==> config.mk <==
export PLATFORM = sky130hd
export DESIGN_NAME = fifo_sync_prog
export DESIGN_NICKNAME = d
export VERILOG_FILES = /design/src/rtl/fifo_pkg.sv /design/src/rtl/fifo_dp_ram.sv /design/src/rtl/fifo_sync_prog.sv
export SDC_FILE = /design/constraint.sdc
export NUM_CORES = 1
export LEC_CHECK = 0
export ABC_AREA = 1
export CAP_MARGIN = 20
export CORE_MARGIN = 3
export CORE_UTILIZATION = 45
export CTS_CLUSTER_DIAMETER = 150
export DETAILED_ROUTE_END_ITERATION = 7
export GPL_TIMING_DRIVEN = 1
export PLACE_DENSITY = 0.74
export RECOVER_POWER = 25
export SETUP_SLACK_MARGIN = 0.1
export SLEW_MARGIN = 20
export SYNTH_ARGS = -nofsm -noshare
export SYNTH_HDL_FRONTEND = slang
export SYNTH_SLANG_ARGS = --single-unit
==> constraint.sdc <==
create_clock -name clk -period 5.56 [get_ports clk]
set_input_delay 0.834 -clock clk [delete_from_list [all_inputs] [get_ports clk]]
set_output_delay 0.834 -clock clk [all_outputs]
set_load 0.005 [all_outputs]
==> src/rtl/fifo_pkg.sv <==
// Shared sizing helpers and flag constants for the programmable FIFO.
// Count width is one bit wider than the pointer so a full FIFO is representable.
package fifo_pkg;

    localparam int FIFO_CNT_EMPTY = 0;

    function automatic int fifo_cnt_w(input int depth_bits);
        return depth_bits + 1;
    endfunction

    function automatic int fifo_depth(input int depth_bits);
        return 1 << depth_bits;
    endfunction

endpackage

==> src/rtl/fifo_dp_ram.sv <==
// Simple dual-port storage: one write port, one registered read port.
// Read register only loads on a read so its output holds between pops.
module fifo_dp_ram #(
    parameter int AW = 4,
    parameter int DW = 8
) (
    input  logic          clk,
    input  logic          rst_n,
    input  logic          we,
    input  logic [AW-1:0] waddr,
    input  logic [DW-1:0] wdata,
    input  logic          re,
    input  logic [AW-1:0] raddr,
    output logic [DW-1:0] rdata
);

    logic [DW-1:0] mem [2**AW];
    logic [DW-1:0] rdata_q;
    logic [DW-1:0] rdata_d;

    always_ff @(posedge clk) begin
        if (we) begin
            mem[waddr] <= wdata;
        end
    end

    always_comb begin
        rdata_d = rdata_q;
        if (re) begin
            rdata_d = mem[raddr];
        end
    end

    always_ff @(posedge clk or negedge rst_n) begin
        if (!rst_n) begin
            rdata_q <= '0;
        end else begin
            rdata_q <= rdata_d;
        end
    end

    assign rdata = rdata_q;

endmodule

==> src/rtl/fifo_sync_prog.sv <==
// Synchronous FIFO with programmable almost-empty/full thresholds and sticky errors.
// Define FIFO_SYNC_PROG_PEAK_EN to enable the peak fill-level tracker.
module fifo_sync_prog
    import fifo_pkg::*;
#(
    parameter int DEPTH_BITS = 4,
    parameter int WIDTH_BITS = 8,
    localparam int CW = fifo_cnt_w(DEPTH_BITS)
) (
    input  logic                  clk,
    input  logic                  reset,
    input  logic                  flush,
    input  logic                  a_push_en,
    input  logic [WIDTH_BITS-1:0] a_di,
    input  logic                  b_pop_en,
    output logic [WIDTH_BITS-1:0] b_do,
    output logic                  b_rdy,
    input  logic [CW-1:0]         ae_thresh,
    input  logic [CW-1:0]         af_thresh,
    output logic [CW-1:0]         fill_cnt,
    output logic                  flag_empty,
    output logic                  flag_almost_empty,
    output logic                  flag_almost_full,
    output logic                  flag_full,
    output logic                  flag_overflow,
    output logic                  flag_underflow,
    output logic [CW-1:0]         peak_cnt,
    input  logic                  peak_clr
);

    localparam int DEPTH = fifo_depth(DEPTH_BITS);
    localparam logic [CW-1:0] CNT_FULL  = CW'(DEPTH);
    localparam logic [CW-1:0] CNT_EMPTY = CW'(FIFO_CNT_EMPTY);

    logic [DEPTH_BITS-1:0] wr_ptr_q, wr_ptr_d;
    logic [DEPTH_BITS-1:0] rd_ptr_q, rd_ptr_d;
    logic [CW-1:0]         cnt_q, cnt_d;
    logic                  rdy_q, rdy_d;
    logic                  ovf_q, ovf_d;
    logic                  udf_q, udf_d;
    logic                  push_ok;
    logic                  pop_ok;
    logic                  ram_we;
    logic                  ram_re;

    // A pop frees a slot in the same cycle, so push at full is legal alongside it.
    always_comb begin
        pop_ok  = b_pop_en && (cnt_q != CNT_EMPTY);
        push_ok = a_push_en && ((cnt_q != CNT_FULL) || pop_ok);
        ram_we  = push_ok && !flush;
        ram_re  = pop_ok && !flush;
    end

    always_comb begin
        wr_ptr_d = wr_ptr_q;
        rd_ptr_d = rd_ptr_q;
        cnt_d    = cnt_q;
        rdy_d    = 1'b0;
        ovf_d    = ovf_q;
        udf_d    = udf_q;
        if (flush) begin
            wr_ptr_d = '0;
            rd_ptr_d = '0;
            cnt_d    = '0;
            ovf_d    = 1'b0;
            udf_d    = 1'b0;
        end else begin
            if (push_ok) begin
                wr_ptr_d = wr_ptr_q + 1'b1;
            end
            if (pop_ok) begin
                rd_ptr_d = rd_ptr_q + 1'b1;
            end
            unique case ({push_ok, pop_ok})
                2'b10:   cnt_d = cnt_q + 1'b1;
                2'b01:   cnt_d = cnt_q - 1'b1;
                default: cnt_d = cnt_q;
            endcase
            rdy_d = pop_ok;
            ovf_d = ovf_q | (a_push_en & ~push_ok);
            udf_d = udf_q | (b_pop_en & ~pop_ok);
        end
    end

    always_ff @(posedge clk or negedge reset) begin
        if (!reset) begin
            wr_ptr_q <= '0;
            rd_ptr_q <= '0;
            cnt_q    <= '0;
            rdy_q    <= 1'b0;
            ovf_q    <= 1'b0;
            udf_q    <= 1'b0;
        end else begin
            wr_ptr_q <= wr_ptr_d;
            rd_ptr_q <= rd_ptr_d;
            cnt_q    <= cnt_d;
            rdy_q    <= rdy_d;
            ovf_q    <= ovf_d;
            udf_q    <= udf_d;
        end
    end

    fifo_dp_ram #(
        .AW(DEPTH_BITS),
        .DW(WIDTH_BITS)
    ) u_ram (
        .clk  (clk),
        .rst_n(reset),
        .we   (ram_we),
        .waddr(wr_ptr_q),
        .wdata(a_di),
        .re   (ram_re),
        .raddr(rd_ptr_q),
        .rdata(b_do)
    );

    assign b_rdy             = rdy_q;
    assign fill_cnt          = cnt_q;
    assign flag_empty        = (cnt_q == CNT_EMPTY);
    assign flag_full         = (cnt_q == CNT_FULL);
    assign flag_almost_empty = (cnt_q <= ae_thresh);
    assign flag_almost_full  = (cnt_q >= af_thresh);
    assign flag_overflow     = ovf_q;
    assign flag_underflow    = udf_q;

`ifdef FIFO_SYNC_PROG_PEAK_EN
    logic [CW-1:0] peak_q, peak_d;

    // Clear loads the post-edge level so the tracker restarts from "now".
    always_comb begin
        peak_d = peak_q;
        if (flush) begin
            peak_d = '0;
        end else if (peak_clr) begin
            peak_d = cnt_d;
        end else if (cnt_d > peak_q) begin
            peak_d = cnt_d;
        end
    end

    always_ff @(posedge clk or negedge reset) begin
        if (!reset) begin
            peak_q <= '0;
        end else begin
            peak_q <= peak_d;
        end
    end

    assign peak_cnt = peak_q;
`else
    logic unused_peak_clr;
    assign unused_peak_clr = peak_clr;
    assign peak_cnt        = '0;
`endif

endmodule

==> results.env <==
RUN_STATUS='finished clean'
FINALCRITICALPERIOD_NS=3.46
CRIT_FANOUT=3
GRT.OVERFLOW.TOTAL=0
CRITICAL_PATH.REG2REG.STARTPOINT='fill_cnt[3]$_DFFE_PN0P_'
DRTPASS1ITERATIONS=5
CRITPATHREQUIREDTIME_NS=4.73
GRT_SETUP_UNREPAIRED='no'
NETLIST.AREA_LEADER.SHARE_PCT=53.5
GRT_FIRST_PASS_WIRELENGTH_MM=24.5
MIN_PERIOD_OVER_PERIOD_PCT=62.3
SYN-MEAN-INSTANCE-AREA_UM2=9.73
MAX_H_TREE_LEVEL=4
CTS_SINK_COUNT=152
TIMING.FMAX_MHz=289
YOSYSTOPAREACELL='sky130_fd_sc_hd__edfxtp_1'
WORSTMARGINPINSLEW_NS=1.31
SYNTH_SEQ_AREA_SHARE_PCT=61.8
SYNTH-SEQ-CELLS=152
CTS.ROOT.BUFFER_CELL='sky130_fd_sc_hd__clkbuf_16'
NUMBER_OF_TOP_LEVEL_PINS=49
DIE_Y_UM=132
CELL_BY_CELL_LISTING_OF_THE_CRITICAL_PATH='clkdlybuf4s50_1 > inv_1 > ha_1 > nand2_1 > o311ai_0 > clkdlybuf4s50_1'
POST_CTS_BUFFERS=0
GLOBALROUTEMET2UTIL_PCT=31.0
NUMBER_OF_GATES_RESIZED_AFTER_CTS=0
POWER_DENSITY_nW_PER_UM2=400
NETS=815
AREA_OF_THE_MULTI_INPUT_GATES_UM2=2080
VIA_COUNT_OF_THE_FIRST_GLOBAL_ROUTING_PASS=4763
TOTALWIRELENGTH_MM=15.6
YS_TOP_CELLS_BY_AREA='sky130_fd_sc_hd__edfxtp_1 53%, sky130_fd_sc_hd__nand2_1 12%, sky130_fd_sc_hd__dfrtp_1 8.4%'
MOST_NUMEROUS_CELL_IN_THE_YOSYS_NETLIST='sky130_fd_sc_hd__nand2_1'
CLK_PIN_SLEW_NS=0.06
CORE_AREA_UM2=15400
NUM-FILL-CELLS=1323
ROUTED_WIRE_LENGTH_PER_INSTANCE_UM=15.7
CLASS_OF_THE_MOST_CRITICAL_HOLD_TIMING_PATH='reg2reg'
MAX-CAP-VIOLATIONS=0
HOLD_SLACK_NS=0.480
VIAS_PER_CELL=4.99
CTS_BUFFERS=17
CTS_BUFFER_DEPTH=2
WORSTSETUPENDPOINTTYPE='primary output'
DETAILEDROUTE.FIRSTITERATIONVIOLATIONS=373
INITIAL_ANTENNA_VIOLATION_COUNT=0
PLACE_HPWL_MM=9.43
SYNTH_CELL_TYPES=33
MET3_USAGE_PCT=3.21
CTS_HOLD_REPAIR.BUFFERS=0
SHARE_OF_FINAL_LAYOUT_STANDARD_CELLS_STRONGER_THAN_DRIVE_STRENGTH_1_PCT=6.63
CRITICAL_PATH.STARTPOINT='af_thresh[4]'
SKEW_NS=0.00877
NETLIST_INSTANCES=739
FLOORPLAN.DIE.WIDTH_UM=132
FINALHOLDVIOLATIONS=0
GROUTE.USAGE.OVERALL_PCT=18.1
WORST_PATH_MAX_DELAY_CELL='sky130_fd_sc_hd__clkdlybuf4s50_1'
CRIT_TYPE='in2out'
GRT_START_MAX_NET_PINS=67
PLACE_WS_NS=2.08
SYNTH_ASYNC_SR_FLOP_SHARE_PCT=15.8
ANTENNA-DIODE-COUNT=0
SLEW_VIOL_FINAL=0
CRITICAL-PATH-MAX-STAGE-DELAY_NS=0.57
SYN-CELL-AREA_UM2=7190
VIAS=4961
CP_DOMINANT_CELL_BY_COUNT='sky130_fd_sc_hd__clkdlybuf4s50_1'
SYNTH_FLOP_CELL='sky130_fd_sc_hd__edfxtp_1'
REMAINING_ANTENNA_VIOLATION_COUNT_AFTER_ROUTING=0
INITIAL_CORE_UTIL_PCT=46.6
SUMMED_NEGATIVE_SETUP_SLACK_OVER_ALL_ENDPOINTS_NS=0
POWER.STATIC_LEAKAGE_nW=3.62
BUSIEST_LAYER='met2'
REMAINING_DRC_ERRORS=0
SYNTH_COMMON_CELLS='228 x sky130_fd_sc_hd__nand2_1, 128 x sky130_fd_sc_hd__edfxtp_1, 116 x sky130_fd_sc_hd__inv_1'
PLACEMENT_ROWS=45
SYNTH_ENABLE_FLOP_CELLS=128
REPORT.FINAL.SETUP_VIOL=0
WORSTPATHBUFFERINVERTERCOUNT=3
CLK-INSERTION-DELAY-LATE_NS=0.42
SYN_TO_FINAL_GROWTH_PCT=15.3
WEIGHTED_CONGESTION_AT_THE_END_OF_ROUTABILITY_DRIVEN_GLOBAL_PLACEMENT=0.813
FINAL_CRITICAL_PATH_SETUP_SLACK_NS=2.10
STARTPOINT_TYPE='primary input'
CTS_TREE='done'
GRTUSAGEMET1_PCT=22.2
MAX-SLEW-MARGIN-REL_PCT=13.0
SYNTHESIS.YOSYS.WARNINGS=0
CRITPATHTOPFAMILY='buffers and inverters'
VDD_DROP_MAX_uV=195
PLACE.PORT_BUFFERS=42
CP_DATA_ARRIVAL_TIME_NS=2.63
REGAREA_UM2=4450
MIN-DELAY-START='u_ram.rdata[3]$_DFFE_PN0P_'
FLOORPLAN.DIE_AREA_UM2=17500
## tightest hold or removal path, delay by kind of cell, from the launching register on
family	cells	cell delay (ns)
and+or+nand+nor	2	0.11
DFF	1	0.34
## where the power goes
part	switching, W	internal [W]	total (W)
Combinational	0.000530	0.000310	0.000839
Sequential	0.0000509	0.00129	0.00134
Clock	0.000431	0.000704	0.00114
Total	0.00101	0.00231	0.00332
## logic make-up (layout without fill, tap and decap cells)
| kind of cell | after synthesis | in the layout | share of synthesized area [%] |
|---|---|---|---|
| AO/OA/AOI/OAI | 24 | 24 | 2.02 |
| XOR/XNOR | 3 | 3 | 0.366 |
| adder cells (fa/ha/maj) | 19 | 19 | 3.41 |
| buffers and inverters | 162 | 203 | 9.50 |
| flip-flops | 152 | 152 | 61.8 |
| other | 1 | 5 | 0.0522 |
| AND/OR/NAND/NOR | 378 | 378 | 22.8 |
## metal layers
layer  wire length (µm)  up-vias  share of wire (%)
li1                   -     2441                  -
met2               7950      143                 51
met1               6480     2345                 41
met3                719       32                4.6
met5                  0        -                  0
met4                483        0                3.1
## per-stage QoR
stage               utilization [%]  total power [W]  std cells  cell area [µm²]
floorplan                         -          0.00192        743             7200
global placement               49.9          0.00218        964             7700
detailed placement             49.9          0.00220        964             7700
CTS                            53.7          0.00333        995             8290
global route                   53.7          0.00348        995             8290
finish                         53.7          0.00332        995             8290
## final timing paths
path	to	slack [ns]	cells after the start
hold reg to reg	u_ram.rdata[3]$_DFFE_PN0P_	0.48	2
hold / removal	u_ram.rdata[3]$_DFFE_PN0P_	0.48	2
min in group asynchronous	b_rdy$_DFF_PN0_	1.23	2
max in group asynchronous	rd_ptr_q[0]$_DFFE_PN0P_	3.47	2
setup reg to reg	fill_cnt[4]$_DFFE_PN0P_	3.37	13
setup / recovery	flag_almost_full	2.10	6
## layout by cell type (no fill, tap or decap), types with 3 or more instances in the layout
cell and count:
sky130_fd_sc_hd__o21ai_1 8, sky130_fd_sc_hd__inv_1 116, sky130_fd_sc_hd__dfrtp_1 23, sky130_fd_sc_hd__nand3_2 4, sky130_fd_sc_hd__nand4_1 5, sky130_fd_sc_hd__inv_2 10
sky130_fd_sc_hd__clkbuf_16 17, sky130_fd_sc_hd__bufinv_16 3, sky130_fd_sc_hd__conb_1 5, sky130_fd_sc_hd__clkdlybuf4s50_1 36, sky130_fd_sc_hd__clkbuf_1 4, sky130_fd_sc_hd__a21oi_1 9
sky130_fd_sc_hd__dlygate4sd3_1 6, sky130_fd_sc_hd__clkinv_2 3, sky130_fd_sc_hd__nand2_1 228, sky130_fd_sc_hd__nand3_1 106, sky130_fd_sc_hd__ha_1 18, sky130_fd_sc_hd__edfxtp_1 128
sky130_fd_sc_hd__nor2_1 27, sky130_fd_sc_hd__clkinvlp_4 3
## flip-flops by register name (all words and copies together) (netlist names)
register        count
u_ram.mem         128
u_ram.rdata         8
fill_cnt            5
rd_ptr_q            4
wr_ptr_q            4
b_rdy               1
flag_overflow       1
flag_underflow      1
## layout make-up
| type | count | share of cell area [%] |
|---|---|---|
| flip-flops and latches | 152 | 53.6 |
| multi-input cells | 429 | 25.0 |
| inverters | 127 | 5.77 |
| repair buffers | 45 | 5.30 |
| clock buffers | 20 | 5.27 |
| well taps | 211 | 3.19 |
| clock inverters | 11 | 1.80 |
No activity file was read; power rests on OpenSTA's default activity.
